**src/rtl/coo_pair_gen_if.sv**
```systemverilog
// rtl/coo_pair_gen_if.sv - COO entry input and product-pair output bundle
interface coo_pair_gen_if #(
    parameter int DATA_SIZE = 16,
    parameter int M         = 4,
    parameter int N         = 4,
    parameter int K         = 4
);
    localparam int MN = (M > N) ? M : N;
    localparam int NK = (N > K) ? N : K;
    localparam int RW = ($clog2(MN) > 1) ? $clog2(MN) : 1;
    localparam int CW = ($clog2(NK) > 1) ? $clog2(NK) : 1;

    logic                 in_valid;
    logic                 in_ready;
    logic                 in_sel;
    logic [RW-1:0]        in_row;
    logic [CW-1:0]        in_col;
    logic [DATA_SIZE-1:0] in_val;
    logic                 in_last;
    logic                 out_valid;
    logic                 out_ready;
    logic [DATA_SIZE-1:0] out_a_val;
    logic [DATA_SIZE-1:0] out_b_val;
    logic [RW-1:0]        out_row;
    logic [CW-1:0]        out_col;
    logic                 done;
    logic                 overflow;

    modport master (
        output in_valid, in_sel, in_row, in_col, in_val, in_last, out_ready,
        input  in_ready, out_valid, out_a_val, out_b_val, out_row, out_col, done, overflow
    );

    modport slave (
        input  in_valid, in_sel, in_row, in_col, in_val, in_last, out_ready,
        output in_ready, out_valid, out_a_val, out_b_val, out_row, out_col, done, overflow
    );
endinterface

```
**src/rtl/coo_pair_gen.sv**
```systemverilog
// rtl/coo_pair_gen.sv - loads sparse A and B COO lists, then emits every (A,B) pair whose
// A column equals the B row, in A-major order, for a downstream MAC array.
module coo_pair_gen #(
    parameter int DATA_SIZE     = 16,
    parameter int M             = 4,
    parameter int N             = 4,
    parameter int K             = 4,
    parameter int MAX_LIST_SIZE = 30
) (
    input  logic          clk,
    input  logic          rst_n,
    coo_pair_gen_if.slave bus
);
    localparam int MN   = (M > N) ? M : N;
    localparam int NK   = (N > K) ? N : K;
    localparam int RW   = ($clog2(MN) > 1) ? $clog2(MN) : 1;
    localparam int CW   = ($clog2(NK) > 1) ? $clog2(NK) : 1;
    localparam int CNTW = $clog2(MAX_LIST_SIZE + 1);
    localparam int IDXW = (MAX_LIST_SIZE > 1) ? $clog2(MAX_LIST_SIZE) : 1;

    typedef enum logic [1:0] {LOAD, SCAN, DONE} state_t;

    state_t          state_q, state_d;
    logic [CNTW-1:0] a_cnt_q, a_cnt_d, b_cnt_q, b_cnt_d;
    logic            a_last_q, a_last_d, b_last_q, b_last_d;
    logic            overflow_q, overflow_d;
    logic            en_q, en_d;
    logic [IDXW-1:0] ai_q, ai_d, bi_q, bi_d;

    logic [RW-1:0]        a_row_mem [MAX_LIST_SIZE];
    logic [CW-1:0]        a_col_mem [MAX_LIST_SIZE];
    logic [DATA_SIZE-1:0] a_val_mem [MAX_LIST_SIZE];
    logic [RW-1:0]        b_row_mem [MAX_LIST_SIZE];
    logic [CW-1:0]        b_col_mem [MAX_LIST_SIZE];
    logic [DATA_SIZE-1:0] b_val_mem [MAX_LIST_SIZE];

    logic accept, a_drop, b_drop, a_we, b_we, nonempty, match, bi_end, ai_end;

    // en_q keeps in_ready low while reset is held and for no longer than the first clock edge after
    assign bus.in_ready  = (state_q == LOAD) && en_q;
    assign bus.out_valid = (state_q == SCAN) && nonempty && match;
    assign bus.out_a_val = a_val_mem[ai_q];
    assign bus.out_b_val = b_val_mem[bi_q];
    assign bus.out_row   = a_row_mem[ai_q];
    assign bus.out_col   = b_col_mem[bi_q];
    assign bus.done      = (state_q == DONE);
    assign bus.overflow  = overflow_q;

    always_comb begin
        state_d    = state_q;
        a_cnt_d    = a_cnt_q;
        b_cnt_d    = b_cnt_q;
        a_last_d   = a_last_q;
        b_last_d   = b_last_q;
        overflow_d = overflow_q;
        en_d       = 1'b1;
        ai_d       = ai_q;
        bi_d       = bi_q;

        accept   = bus.in_valid && bus.in_ready;
        a_drop   = (32'(a_cnt_q) == MAX_LIST_SIZE) || a_last_q ||
                   (32'(bus.in_row) >= M) || (32'(bus.in_col) >= N);
        b_drop   = (32'(b_cnt_q) == MAX_LIST_SIZE) || b_last_q ||
                   (32'(bus.in_row) >= N) || (32'(bus.in_col) >= K);
        a_we     = accept && !bus.in_sel && !a_drop;
        b_we     = accept &&  bus.in_sel && !b_drop;
        nonempty = (a_cnt_q != '0) && (b_cnt_q != '0);
        match    = (32'(a_col_mem[ai_q]) == 32'(b_row_mem[bi_q]));
        bi_end   = (32'(bi_q) + 32'd1 == 32'(b_cnt_q));
        ai_end   = (32'(ai_q) + 32'd1 == 32'(a_cnt_q));

        case (state_q)
            LOAD: begin
                if (accept) begin
                    if (!bus.in_sel) begin
                        if (a_drop) overflow_d = 1'b1;
                        else        a_cnt_d    = a_cnt_q + CNTW'(1);
                        if (bus.in_last) a_last_d = 1'b1;
                    end else begin
                        if (b_drop) overflow_d = 1'b1;
                        else        b_cnt_d    = b_cnt_q + CNTW'(1);
                        if (bus.in_last) b_last_d = 1'b1;
                    end
                end
                if (a_last_d && b_last_d) begin
                    state_d = SCAN;
                    ai_d    = '0;
                    bi_d    = '0;
                end
            end
            SCAN: begin
                if (!nonempty) begin
                    state_d = DONE;
                end else if (!match || bus.out_ready) begin
                    // a presented pair holds the counters until the MAC array takes it
                    if (bi_end) begin
                        bi_d = '0;
                        if (ai_end) state_d = DONE;
                        else        ai_d    = ai_q + IDXW'(1);
                    end else begin
                        bi_d = bi_q + IDXW'(1);
                    end
                end
            end
            DONE: begin
                state_d  = LOAD;
                a_cnt_d  = '0;
                b_cnt_d  = '0;
                a_last_d = 1'b0;
                b_last_d = 1'b0;
            end
            default: state_d = LOAD;
        endcase
    end

    always_ff @(posedge clk or negedge rst_n) begin
        if (!rst_n) begin
            state_q    <= LOAD;
            a_cnt_q    <= '0;
            b_cnt_q    <= '0;
            a_last_q   <= 1'b0;
            b_last_q   <= 1'b0;
            overflow_q <= 1'b0;
            en_q       <= 1'b0;
            ai_q       <= '0;
            bi_q       <= '0;
        end else begin
            state_q    <= state_d;
            a_cnt_q    <= a_cnt_d;
            b_cnt_q    <= b_cnt_d;
            a_last_q   <= a_last_d;
            b_last_q   <= b_last_d;
            overflow_q <= overflow_d;
            en_q       <= en_d;
            ai_q       <= ai_d;
            bi_q       <= bi_d;
        end
    end

    always_ff @(posedge clk) begin
        if (a_we) begin
            a_row_mem[a_cnt_q[IDXW-1:0]] <= bus.in_row;
            a_col_mem[a_cnt_q[IDXW-1:0]] <= bus.in_col;
            a_val_mem[a_cnt_q[IDXW-1:0]] <= bus.in_val;
        end
        if (b_we) begin
            b_row_mem[b_cnt_q[IDXW-1:0]] <= bus.in_row;
            b_col_mem[b_cnt_q[IDXW-1:0]] <= bus.in_col;
            b_val_mem[b_cnt_q[IDXW-1:0]] <= bus.in_val;
        end
    end
endmodule
```
**src/flat_wrapper.sv**
```systemverilog
// flat-port wrapper written by rule: the top's interface ports become plain ports
module coo_pair_gen_flat 
#(
    parameter int DATA_SIZE     = 16,
    parameter int M             = 4,
    parameter int N             = 4,
    parameter int K             = 4,
    parameter int MAX_LIST_SIZE = 30
)
  (clk, rst_n, bus_in_valid, bus_in_sel, bus_in_row, bus_in_col, bus_in_val, bus_in_last, bus_out_ready, bus_in_ready, bus_out_valid, bus_out_a_val, bus_out_b_val, bus_out_row, bus_out_col, bus_done, bus_overflow);
  coo_pair_gen_if #(.DATA_SIZE(DATA_SIZE), .M(M), .N(N), .K(K)) bus_i ();
  input  logic clk;
  input  logic rst_n;
  input wire logic [$bits(bus_i.in_valid)-1:0] bus_in_valid;
  input wire logic [$bits(bus_i.in_sel)-1:0] bus_in_sel;
  input wire logic [$bits(bus_i.in_row)-1:0] bus_in_row;
  input wire logic [$bits(bus_i.in_col)-1:0] bus_in_col;
  input wire logic [$bits(bus_i.in_val)-1:0] bus_in_val;
  input wire logic [$bits(bus_i.in_last)-1:0] bus_in_last;
  input wire logic [$bits(bus_i.out_ready)-1:0] bus_out_ready;
  output wire logic [$bits(bus_i.in_ready)-1:0] bus_in_ready;
  output wire logic [$bits(bus_i.out_valid)-1:0] bus_out_valid;
  output wire logic [$bits(bus_i.out_a_val)-1:0] bus_out_a_val;
  output wire logic [$bits(bus_i.out_b_val)-1:0] bus_out_b_val;
  output wire logic [$bits(bus_i.out_row)-1:0] bus_out_row;
  output wire logic [$bits(bus_i.out_col)-1:0] bus_out_col;
  output wire logic [$bits(bus_i.done)-1:0] bus_done;
  output wire logic [$bits(bus_i.overflow)-1:0] bus_overflow;
  assign bus_i.in_valid = bus_in_valid;
  assign bus_i.in_sel = bus_in_sel;
  assign bus_i.in_row = bus_in_row;
  assign bus_i.in_col = bus_in_col;
  assign bus_i.in_val = bus_in_val;
  assign bus_i.in_last = bus_in_last;
  assign bus_i.out_ready = bus_out_ready;
  assign bus_in_ready = bus_i.in_ready;
  assign bus_out_valid = bus_i.out_valid;
  assign bus_out_a_val = bus_i.out_a_val;
  assign bus_out_b_val = bus_i.out_b_val;
  assign bus_out_row = bus_i.out_row;
  assign bus_out_col = bus_i.out_col;
  assign bus_done = bus_i.done;
  assign bus_overflow = bus_i.overflow;
  coo_pair_gen #(.DATA_SIZE(DATA_SIZE), .M(M), .N(N), .K(K), .MAX_LIST_SIZE(MAX_LIST_SIZE)) u_core (.clk(clk), .rst_n(rst_n), .bus(bus_i));
endmodule
```
**config.mk**
```make
export PLATFORM = sky130hd
export DESIGN_NAME = coo_pair_gen_flat
export DESIGN_NICKNAME = d
export VERILOG_FILES = /design/src/rtl/coo_pair_gen_if.sv /design/src/rtl/coo_pair_gen.sv /design/src/flat_wrapper.sv
export SDC_FILE = /design/constraint.sdc
export NUM_CORES = 1
export LEC_CHECK = 0
export CORE_MARGIN = 3
export CORE_UTILIZATION = 55
export CTS_CLUSTER_DIAMETER = 200
export DETAILED_ROUTE_END_ITERATION = 8
export PLACE_DENSITY = 0.69
export SLEW_MARGIN = 40
export SYNTH_ARGS = -nofsm -noshare
export SYNTH_HDL_FRONTEND = slang
export SYNTH_SLANG_ARGS = --single-unit
```
**constraint.sdc**
```tcl
create_clock -name clk -period 7.4 [get_ports clk]
set_clock_uncertainty 0.15 [all_clocks]
set_input_delay 0.74 -clock clk [delete_from_list [all_inputs] [get_ports clk]]
set_output_delay 0.74 -clock clk [all_outputs]
set_load 0.005 [all_outputs]
```
==> impl_results.md <==
- Die span in x: 300.5 µm
- RSZ-0062 raised after global routing: false
- Syn Nets: 2084
- Final nets: 2251
- Min Hold Slack: 0.3247 ns
- Worst Tran Pin Value: 0.8138 ns
- Initial Utilization: 0.5575
- Outcome: finished, final reports clean
- Critical Path Max Stage Delay: 0.67 ns
- Initial antenna violation count: 5
- Post-CTS sizing: 0
- First-pass DRT Iterations: 5
- Core area: 85550 µm²
- Htree depth: 3
- Dpl hpwl: 62830 µm
- Die height: 300.5 µm
- DRT Wirelength: 109300 µm
- Worst endpoint required time: 6.51 ns
- Simple-gate portion of the synthesized area: 0.02057
- Mapped Cells: 2048
- Grt met2 use: 0.4016
- Critical path start-end classification: flop to output port
- Synth unique cells: 58
- Met3 usage: 0.04643
- Vias in the first global route: 22960
- Number of flops mapped to enable cells by yosys: 1200
- I/O pin total: 66
- # setup viols final: 0
- First-pass GRT wire length: 160800 µm
- Routing usage on met1: 0.3565
- Seq/Total Area, Yosys: 0.7692
- Vias: 22270
- Routability cong.: 0.7985
- Post-route insts no fill: 3456
- CTS tree: yes
- Mux cell area share after synthesis: 0.1871
- Most used routing layer: met2
- Count leader, synth: edfxtp_1
- Largest net degree at the start of global routing: 91
- CP cell instances: buf_12, buf_12, buf_12, mux4_2, mux4_2, mux2_2, clkdlybuf4s50_1
- Final Cycle Share: 0.7193
- Hold WC Path Type: input port to async pin
- Later-pin clock latency in the skew report: 0.69 ns
- Port bufs: 65
- Largest area contributor in the netlist: edfxtp_1
- Longest Clk Path Bufs: 3
- Share of layout cells above drive strength 1: 0.3384
- Most Frequent Cell on Critical Path: buf_12
- Adder-Cell Fraction of Synth Area: 0.002624
- Global route overflow: 0
- Average wire per standard cell: 31.63 µm
- Worst EP arrival: 4.43 ns
- Initial DRC Count: 2431
- Setup crit start kind: flop
- Final Hold Vio Count: 0
- Syn-to-layout area delta: 14.12%
- Die area: 90280 µm²
- Compound-Gate Fraction of Synth Area: 0.006060
- Hold Buf Count CTS: 0
- Synth warnings: 0
- Post-synthesis cell area: 47690 µm²
- Max-slew headroom: 0.4575
- Final worst path period need: 5.323 ns
- Max-cap violations: 0
- Lkg Pwr: 16.54 nW
- Avg Inst Size Synth: 23.29 µm²
- Yosys top cell area share: 0.7556
- Root Driver: clkbuf_16
- Placed insts: 3233
- Synth Area in XOR/XNOR: 0.003489
- Slowest cell on the critical path: dfrtp_4
- Cts bufs inserted: 119
- Setup crit end kind: output port
- Yosys reg bits: 1226
- Post-route ant nets: 0
- Final Max Tran Viols: 0
- GR Util All Layers: 0.2490
- Worst VDD drop: 0.2339 mV
- Largest family of logic cells by synthesized area: multiplexers
- Drc violations: 0
- Total setup buffers inserted after CTS: 0
- Drt via density: 6.443
- Post-synth top flop: edfxtp_1
- Max frequency: 187.9 MHz
- Fillers: 5511
- Synth top cells by count: 1200 x edfxtp_1, 346 x mux4_2, 92 x nor2_1
- R2R Setup Slk: 3.42 ns
- Setup TNS: 0 ns
- Pwr Density: 285.5 nW/µm²
- Top post-synthesis cells by area: edfxtp_1 76%, mux4_2 16%, mux2_2 1.9%
- Final core occ: 0.6362
- Sink Count: 1226
- Worst Path Max Fanout: 90
- Clk pin slew, worst setup/hold paths: 0.06 ns
- Asr flop ratio synth: 0.02121
- Row Count: 107
path summary, 6_finish.rpt:
kind	endpoint	depth (start not counted)	startpoint
max in group asynchronous	u_core.ai_q[2]	2	rst_n
worst max register to register	u_core.ai_q[4]	11	u_core.ai_q[1]
worst max-delay path	bus_out_a_val[13]	7	u_core.ai_q[0]
min in group clk	u_core.a_last_q	2	u_core.a_last_q
worst min-delay path	u_core.bi_q[4]	2	rst_n
worst min register to register	u_core.a_last_q	2	u_core.a_last_q
cell families after synthesis:
group,count (synthesis)
compound gates,39
other cells,1
fa+ha+maj,10
flops,1226
buf+inv,117
xor+xnor,19
simple gates,193
mux,443
worst max-delay path, delay by kind of cell, from the launching register on:
kind / cells / cell delay, ns
flip-flops: 1 / 0.67
buffers and inverters: 4 / 1.44
multiplexers: 3 / 1.46
cell type report:
type | instances | area, µm² | share of cell area
Antenna cell | 1 | 2.502 | 0.00004598
Clock buffer | 144 | 3157 | 0.05800
Clock inverter | 73 | 608.1 | 0.01117
Inverter | 13 | 48.80 | 0.0008966
Multi-Input combinational cell | 705 | 10760 | 0.1976
Sequential cell | 1226 | 36710 | 0.6745
Tap cell | 1144 | 1431 | 0.02630
Timing Repair Buffer | 150 | 1714 | 0.03149
layer usage:
metal	wire (µm)	vias to the layer above	part of all wire
li1	-	9027	-
met1	43220	12040	0.40
met2	54560	1032	0.50
met3	8791	166	0.080
met4	2703	6	0.025
met5	42	-	0.00038
where the power goes:
part / switching (W) / internal, W
Combinational: 0.000924 / 0.00100
Clock: 0.00247 / 0.00336
Sequential: 0.0000941 / 0.00769
Total: 0.00349 / 0.0120
sequential cells by signal, summed over array words and instances (netlist names):
register	cells
u_core.a_cnt_q	5
u_core.a_col_mem	60
u_core.a_last_q	1
u_core.a_row_mem	60
u_core.a_val_mem	480
u_core.ai_q	5
u_core.b_cnt_q	5
u_core.b_col_mem	60
u_core.b_last_q	1
u_core.b_row_mem	60
u_core.b_val_mem	480
u_core.bi_q	5
u_core.bus.overflow	1
u_core.en_q	1
u_core.state_q	2
cell usage in the layout, fill, tap and decap left out, types with 10 or more instances in the layout:
master / instances
buf_16: 17
mux4_2: 346
clkbuf_1: 21
edfxtp_1: 1200
nand3_1: 18
buf_4: 72
clkinv_1: 32
clkdlybuf4s50_1: 45
clkinv_2: 25
dfrtp_1: 18
clkbuf_16: 123
ha_1: 10
nor2_2: 37
mux2_2: 81
mux2i_1: 11
xor2_1: 10
nor2_1: 32
nand2b_1: 10
nor2_4: 23
nand2_1: 21
inv_1: 13
bufinv_16: 10
through the flow:
step	total power (W)	setup WS [ns]	instance area, µm²
finish	0.01554	2.077	54430
global route	0.01606	1.867	54420
CTS	0.01566	2.000	54310
detailed placement	0.009869	2.739	50540
global placement	0.009800	2.518	49960
floorplan	0.009217	3.850	47690
(Power assumes the default switching activity.)
